`src/rtl/bg_palette_fader.sv`:
```
// -----------------------------------------------------------------------------
// bg_palette_fader
//
// Sequences a level-to-level background palette change: on an accepted request
// the current palette fades to black over whole frames, the palette mux select
// switches to the requested palette, and the new palette fades back in.
// Also scales the muxed palette colour by the current brightness.
//
// Ports:
//   clk        pixel clock, all logic on the rising edge
//   reset_n    asynchronous active-low reset
//   frame_tick one-cycle pulse per frame (start of vertical blank)
//   req        level-change request, sampled every cycle
//   level_sel  target palette, valid with req
//   rgb_in     {r,g,b} 4 bits each, from the palette selected by pal_sel
//   blank_in   1 = active video, 0 = blanking
//   pal_sel    palette mux select
//   rgb_out    brightness-scaled colour, registered (1-cycle latency)
//   busy       high whenever a transition is in progress
//   done       one-cycle pulse when a transition completes
//   req_err    one-cycle pulse when a request names a nonexistent palette
//   bright     current brightness, 0..15
// -----------------------------------------------------------------------------
module bg_palette_fader #(
    parameter int NUM_PAL         = 4,
    parameter int SEL_W           = $clog2(NUM_PAL),
    parameter int FRAMES_PER_STEP = 2
) (
    input  logic             clk,
    input  logic             reset_n,
    input  logic             frame_tick,
    input  logic             req,
    input  logic [SEL_W-1:0] level_sel,
    input  logic [11:0]      rgb_in,
    input  logic             blank_in,
    output logic [SEL_W-1:0] pal_sel,
    output logic [11:0]      rgb_out,
    output logic             busy,
    output logic             done,
    output logic             req_err,
    output logic [3:0]       bright
);

    // Counter is at least one bit wide so FRAMES_PER_STEP=1 still elaborates.
    localparam int CNT_W = (FRAMES_PER_STEP > 1) ? $clog2(FRAMES_PER_STEP) : 1;
    localparam logic [CNT_W-1:0] CNT_LAST  = CNT_W'(FRAMES_PER_STEP - 1);
    // One extra bit so NUM_PAL itself is representable for the range check.
    localparam logic [SEL_W:0]   NUM_PAL_W = (SEL_W + 1)'(NUM_PAL);

    typedef enum logic [1:0] {
        IDLE     = 2'd0,
        FADE_OUT = 2'd1,
        SWAP     = 2'd2,
        FADE_IN  = 2'd3
    } state_t;

    state_t           state_reg;
    logic [SEL_W-1:0] pal_sel_reg;
    logic [SEL_W-1:0] target_reg;
    logic [3:0]       bright_reg;
    logic [CNT_W-1:0] frame_cnt_reg;
    logic             done_reg;
    logic             req_err_reg;
    logic [11:0]      rgb_out_reg;

    logic             level_ok;
    logic             fading;
    logic             step;
    logic [11:0]      rgb_next;

    assign level_ok = ({1'b0, level_sel} < NUM_PAL_W);
    assign fading   = (state_reg == FADE_OUT) || (state_reg == FADE_IN);
    // A step is the frame tick that completes FRAMES_PER_STEP frames.
    assign step     = fading && frame_tick && (frame_cnt_reg == CNT_LAST);

    // -------------------------------------------------------------------------
    // Transition state machine
    // -------------------------------------------------------------------------
    always_ff @(posedge clk or negedge reset_n) begin
        if (!reset_n) begin
            state_reg     <= IDLE;
            pal_sel_reg   <= '0;
            target_reg    <= '0;
            bright_reg    <= 4'd15;
            frame_cnt_reg <= '0;
            done_reg      <= 1'b0;
            req_err_reg   <= 1'b0;
        end else begin
            done_reg    <= 1'b0;
            req_err_reg <= 1'b0;

            // Frame counting only while fading; IDLE ticks (including one that
            // coincides with an accepted request) are not counted.
            if (fading && frame_tick) begin
                if (frame_cnt_reg == CNT_LAST) begin
                    frame_cnt_reg <= '0;
                end else begin
                    frame_cnt_reg <= frame_cnt_reg + 1'b1;
                end
            end

            case (state_reg)
                IDLE: begin
                    if (req) begin
                        if (level_ok) begin
                            target_reg    <= level_sel;
                            frame_cnt_reg <= '0;
                            state_reg     <= FADE_OUT;
                        end else begin
                            req_err_reg <= 1'b1;
                        end
                    end
                end
                FADE_OUT: begin
                    if (step) begin
                        bright_reg <= bright_reg - 4'd1;
                        if (bright_reg == 4'd1) begin
                            state_reg <= SWAP;
                        end
                    end
                end
                SWAP: begin
                    pal_sel_reg   <= target_reg;
                    frame_cnt_reg <= '0;
                    state_reg     <= FADE_IN;
                end
                FADE_IN: begin
                    if (step) begin
                        bright_reg <= bright_reg + 4'd1;
                        if (bright_reg == 4'd14) begin
                            state_reg <= IDLE;
                            done_reg  <= 1'b1;
                        end
                    end
                end
                default: state_reg <= IDLE;
            endcase
        end
    end

    // -------------------------------------------------------------------------
    // Colour path: each channel scaled by (bright+1)/16, so bright=15 is a
    // pass-through and bright=0 maps every value below 16 to 0.
    // -------------------------------------------------------------------------
    for (genvar gi = 0; gi < 3; gi++) begin : g_chan
        logic [7:0] chan_ext;
        logic [7:0] scale_ext;
        logic [7:0] prod;

        assign chan_ext  = {4'b0000, rgb_in[gi*4 +: 4]};
        assign scale_ext = {4'b0000, bright_reg} + 8'd1;
        assign prod      = chan_ext * scale_ext;
        assign rgb_next[gi*4 +: 4] = 4'(prod >> 4);
    end

    always_ff @(posedge clk or negedge reset_n) begin
        if (!reset_n) begin
            rgb_out_reg <= '0;
        end else if (blank_in) begin
            rgb_out_reg <= rgb_next;
        end else begin
            rgb_out_reg <= '0;
        end
    end

    assign pal_sel = pal_sel_reg;
    assign rgb_out = rgb_out_reg;
    assign busy    = (state_reg != IDLE);
    assign done    = done_reg;
    assign req_err = req_err_reg;
    assign bright  = bright_reg;

endmodule

```
`config.mk`:
```
export PLATFORM = sky130hd
export DESIGN_NAME = bg_palette_fader
export DESIGN_NICKNAME = d
export VERILOG_FILES = /design/src/rtl/bg_palette_fader.sv
export SDC_FILE = /design/constraint.sdc
export NUM_CORES = 1
export LEC_CHECK = 0
export ABC_AREA = 0
export CAP_MARGIN = 10
export CELL_PAD_IN_SITES_DETAIL_PLACEMENT = 0
export CELL_PAD_IN_SITES_GLOBAL_PLACEMENT = 1
export CORE_MARGIN = 2
export CORE_UTILIZATION = 41
export CTS_CLUSTER_SIZE = 28
export DETAILED_ROUTE_END_ITERATION = 10
export PLACE_DENSITY = 0.82
export REMOVE_ABC_BUFFERS = 1
export SLEW_MARGIN = 10
export SYNTH_ARGS = -nofsm -noshare
export SYNTH_HDL_FRONTEND = slang
export SYNTH_SLANG_ARGS = --single-unit
```
`constraint.sdc`:
```
create_clock -name clk -period 5.17 [get_ports clk]
set_clock_uncertainty 0.15 [all_clocks]
set_input_delay 1.2925 -clock clk [delete_from_list [all_inputs] [get_ports clk]]
set_output_delay 1.2925 -clock clk [all_outputs]
set_load 0.02 [all_outputs]
```
==> flow_metrics.tcl <==
set metrics [dict create \
    setup_ws_ps 870.1 \
    place_congestion 0.7840 \
    muxShareOfSynthArea_pct 2.681 \
    synthArstFlopShare_pct 100.0 \
    start_util_pct 42.03 \
    cts_tree "done" \
    antenna_cells 0 \
    drc_errors 0 \
    syn_area_per_cell_sq_um 9.196 \
    final_antenna_net_count 0 \
    viasPerCell 5.129 \
    rsz0062_at_grt "false" \
    grt_max_degree 25 \
    max_freq_ghz 0.2326 \
    cts_buffer_depth 2 \
    vdd_ir_drop_max_mv 0.2683 \
    clkSinkCount 24 \
    status "finished clean" \
    synth_cells 269 \
    startpoint_type "primary input" \
    first_pass_iters 4 \
    synth_top_family_by_area "adder cells" \
    period_needed_ps 4300 \
    yosys.area.top_type "dfrtp_1" \
    cts.repair.resized 0 \
    drv_slew 0 \
    grt_usage_pct 17.18 \
    vias 1944 \
    wire_per_inst_microns 13.33 \
    grt_pass1_vias 1886 \
    rows 28 \
    holdPathStages 1 \
    max_slew_margin_pct 63.54 \
    synth-seq-cells 24 \
    clk_pin_slew_worst_paths_ps 90 \
    hold_violations 0 \
    synthAdderAreaFrac_pct 30.35 \
    dp_hpwl_microns 4013 \
    insertion_delay_ps 270 \
    area_growth_pct 20.59 \
    dieWidth_microns 81.68 \
    synth_xor_area_share_pct 4.957 \
    postCtsHoldBufs 0 \
    synth_top_cell_area_share_pct 20.23 \
    maxCapViolations 0 \
    crit_required_ps 5220 \
    finalSetupViolCount 0 \
    cts-root-buf "clkbuf_8" \
    drt-initial-drc-count 177 \
    worst-endpoint-arrival_ps 4350 \
    power.density_mw_per_mm2 607.0 \
    antenna_found_initial 0 \
    die_h_microns 81.68 \
    largest_reg_flops 12 \
    hp-class "flop to flop" \
    worstSetupPathType "primary input to flop" \
    grt_pass1_wl_microns 8983 \
    cp-end-kind "flop" \
    synth-simple-area-share_pct 20.84 \
    ys_top_cells_by_count "36 x ha_1, 33 x nand2_1, 32 x inv_1" \
    dp_slack_ps 560.2 \
    nets 375 \
    ys.flop_type "dfrtp_1" \
    worst_pin_slew_ps 546.9 \
    seq_area_frac_synth_pct 24.48 \
    path_max_fanout 5 \
    dieArea_sq_mm 0.006671 \
    ys_types 39 \
    synth_edf_count 0 \
    syn_area_sq_mm 0.002474 \
    cts_setup_buffers 0 \
    core-area_sq_mm 0.005886 \
    leakagePower_nw 1.406 \
    ios 40 \
    dpl.cell_count 375 \
    yosysMostFrequentCell "ha_1" \
    synth_compound_area_share_pct 9.509 \
    setup-tns-final_ps 0 \
    grt.overflow.total 0 \
    synth_area_leaders "dfrtp_1 20%, ha_1 18%, fa_1 12%, and2_1 7.1%, nand2_1 5.0%" \
    reg2reg_depth 12 \
    port_buffers 38 \
    htree_levels 1 \
    layout.cells.non_filler 379 \
    finalWirelength_microns 5053 \
    cts_buffers 3 \
    ys_warn_count 0 \
    fin_crit_sh_pct 83.17 \
    layout-drive-gt1-share_pct 6.250 \
]
==> power by group <==
group	total (mW)	switching, mW	leakage, nW	internal [mW]
clock network	0.165	0.0618	0.0357	0.104
registers	0.340	0.0668	0.300	0.274
logic	1.30	0.730	1.07	0.575
==> cell families after synthesis <==
logic type | Yosys count
AOI/OAI and AO/OA | 32
xor gates and xnor gates | 14
adders and majority gates | 51
buffers and inverters | 42
DFF | 24
muxes | 6
other | 1
and+or+nand+nor | 99
==> layout make-up <==
cell class | count | area (sq um)
clock inverter | 1 | 30.03
clock buffer | 3 | 41.29
fill | 561 | 2903
multi-input combinational | 203 | 1694
tap | 75 | 93.84
timing repair buffer | 41 | 397.9
sequential | 24 | 605.6
inverter | 32 | 120.1
==> per-layer routing <==
| metal | GRT usage, % | part of all wire, % | vias up |
|---|---|---|---|
| li1 | - | - | 967 |
| met1 | 22.95 | 48 | 937 |
| met2 | 29.67 | 49 | 34 |
| met3 | 1.429 | 2.3 | 6 |
| met4 | 5.167 | 1.1 | 0 |
| met5 | 0 | 0 | - |
==> metrics by stage <==
step / util, % / power, mW / hold slack (ps) / instance area [sq um]
2_1_floorplan: - / 1.277 / 323.6 / 2420
3_3_place_gp: 49.55 / 1.630 / 337.1 / 2917
3_5_place_dp: 49.55 / 1.664 / 346.0 / 2917
4_1_cts: 50.77 / 1.837 / 371.0 / 2988
5_1_grt: 50.68 / 2.039 / 385.3 / 2983
6_report: 50.68 / 1.811 / 365.3 / 2983
==> final timing paths <==
| path | slack (ps) | startpoint | endpoint |
|---|---|---|---|
| worst max-delay path | 870 | rgb_in[7] | rgb_out[7] |
| worst min-delay path | 370 | pal_sel[0] | pal_sel[0] |
| worst max register to register | 990 | bright[0] | rgb_out[11] |
| worst min register to register | 370 | pal_sel[0] | pal_sel[0] |
| max in group asynchronous | 3650 | reset_n | bright[0] |
| min in group asynchronous | 850 | reset_n | rgb_out[10] |
==> critical path, stage by stage <==
cell and delay, ps:
clkdlybuf4s50_1 490, and2_1 200, fa_1 530, inv_1 50
fa_1 520, inv_1 40, ha_1 320, nand4b_1 130
o2111ai_1 180, a2111oi_0 420, o21bai_1 160
==> cell usage in the layout, fill, tap and decap left out, drive strengths merged, types with 2 or more instances in the layout <==
master / synthesis / layout
ha: 36 / 36
o211ai: 3 / 3
nand3: 6 / 6
o21bai: 6 / 6
a21oi: 8 / 8
or2: 3 / 3
nand4: 8 / 8
o2111ai: 3 / 3
nor2: 9 / 9
clkdlybuf4s50: 0 / 37
and2: 28 / 28
fa: 15 / 15
xor2: 2 / 2
nor3: 4 / 4
mux2: 5 / 5
dfrtp: 20 / 20
nor2b: 3 / 3
dfstp: 4 / 4
nand2: 33 / 33
buf: 4 / 4
nand4b: 3 / 3
clkbuf: 6 / 3
o21ai: 2 / 2
inv: 32 / 32
a2111oi: 3 / 3
a211oi: 3 / 3
xnor2: 12 / 12
Power figures use the tool's default switching activity.
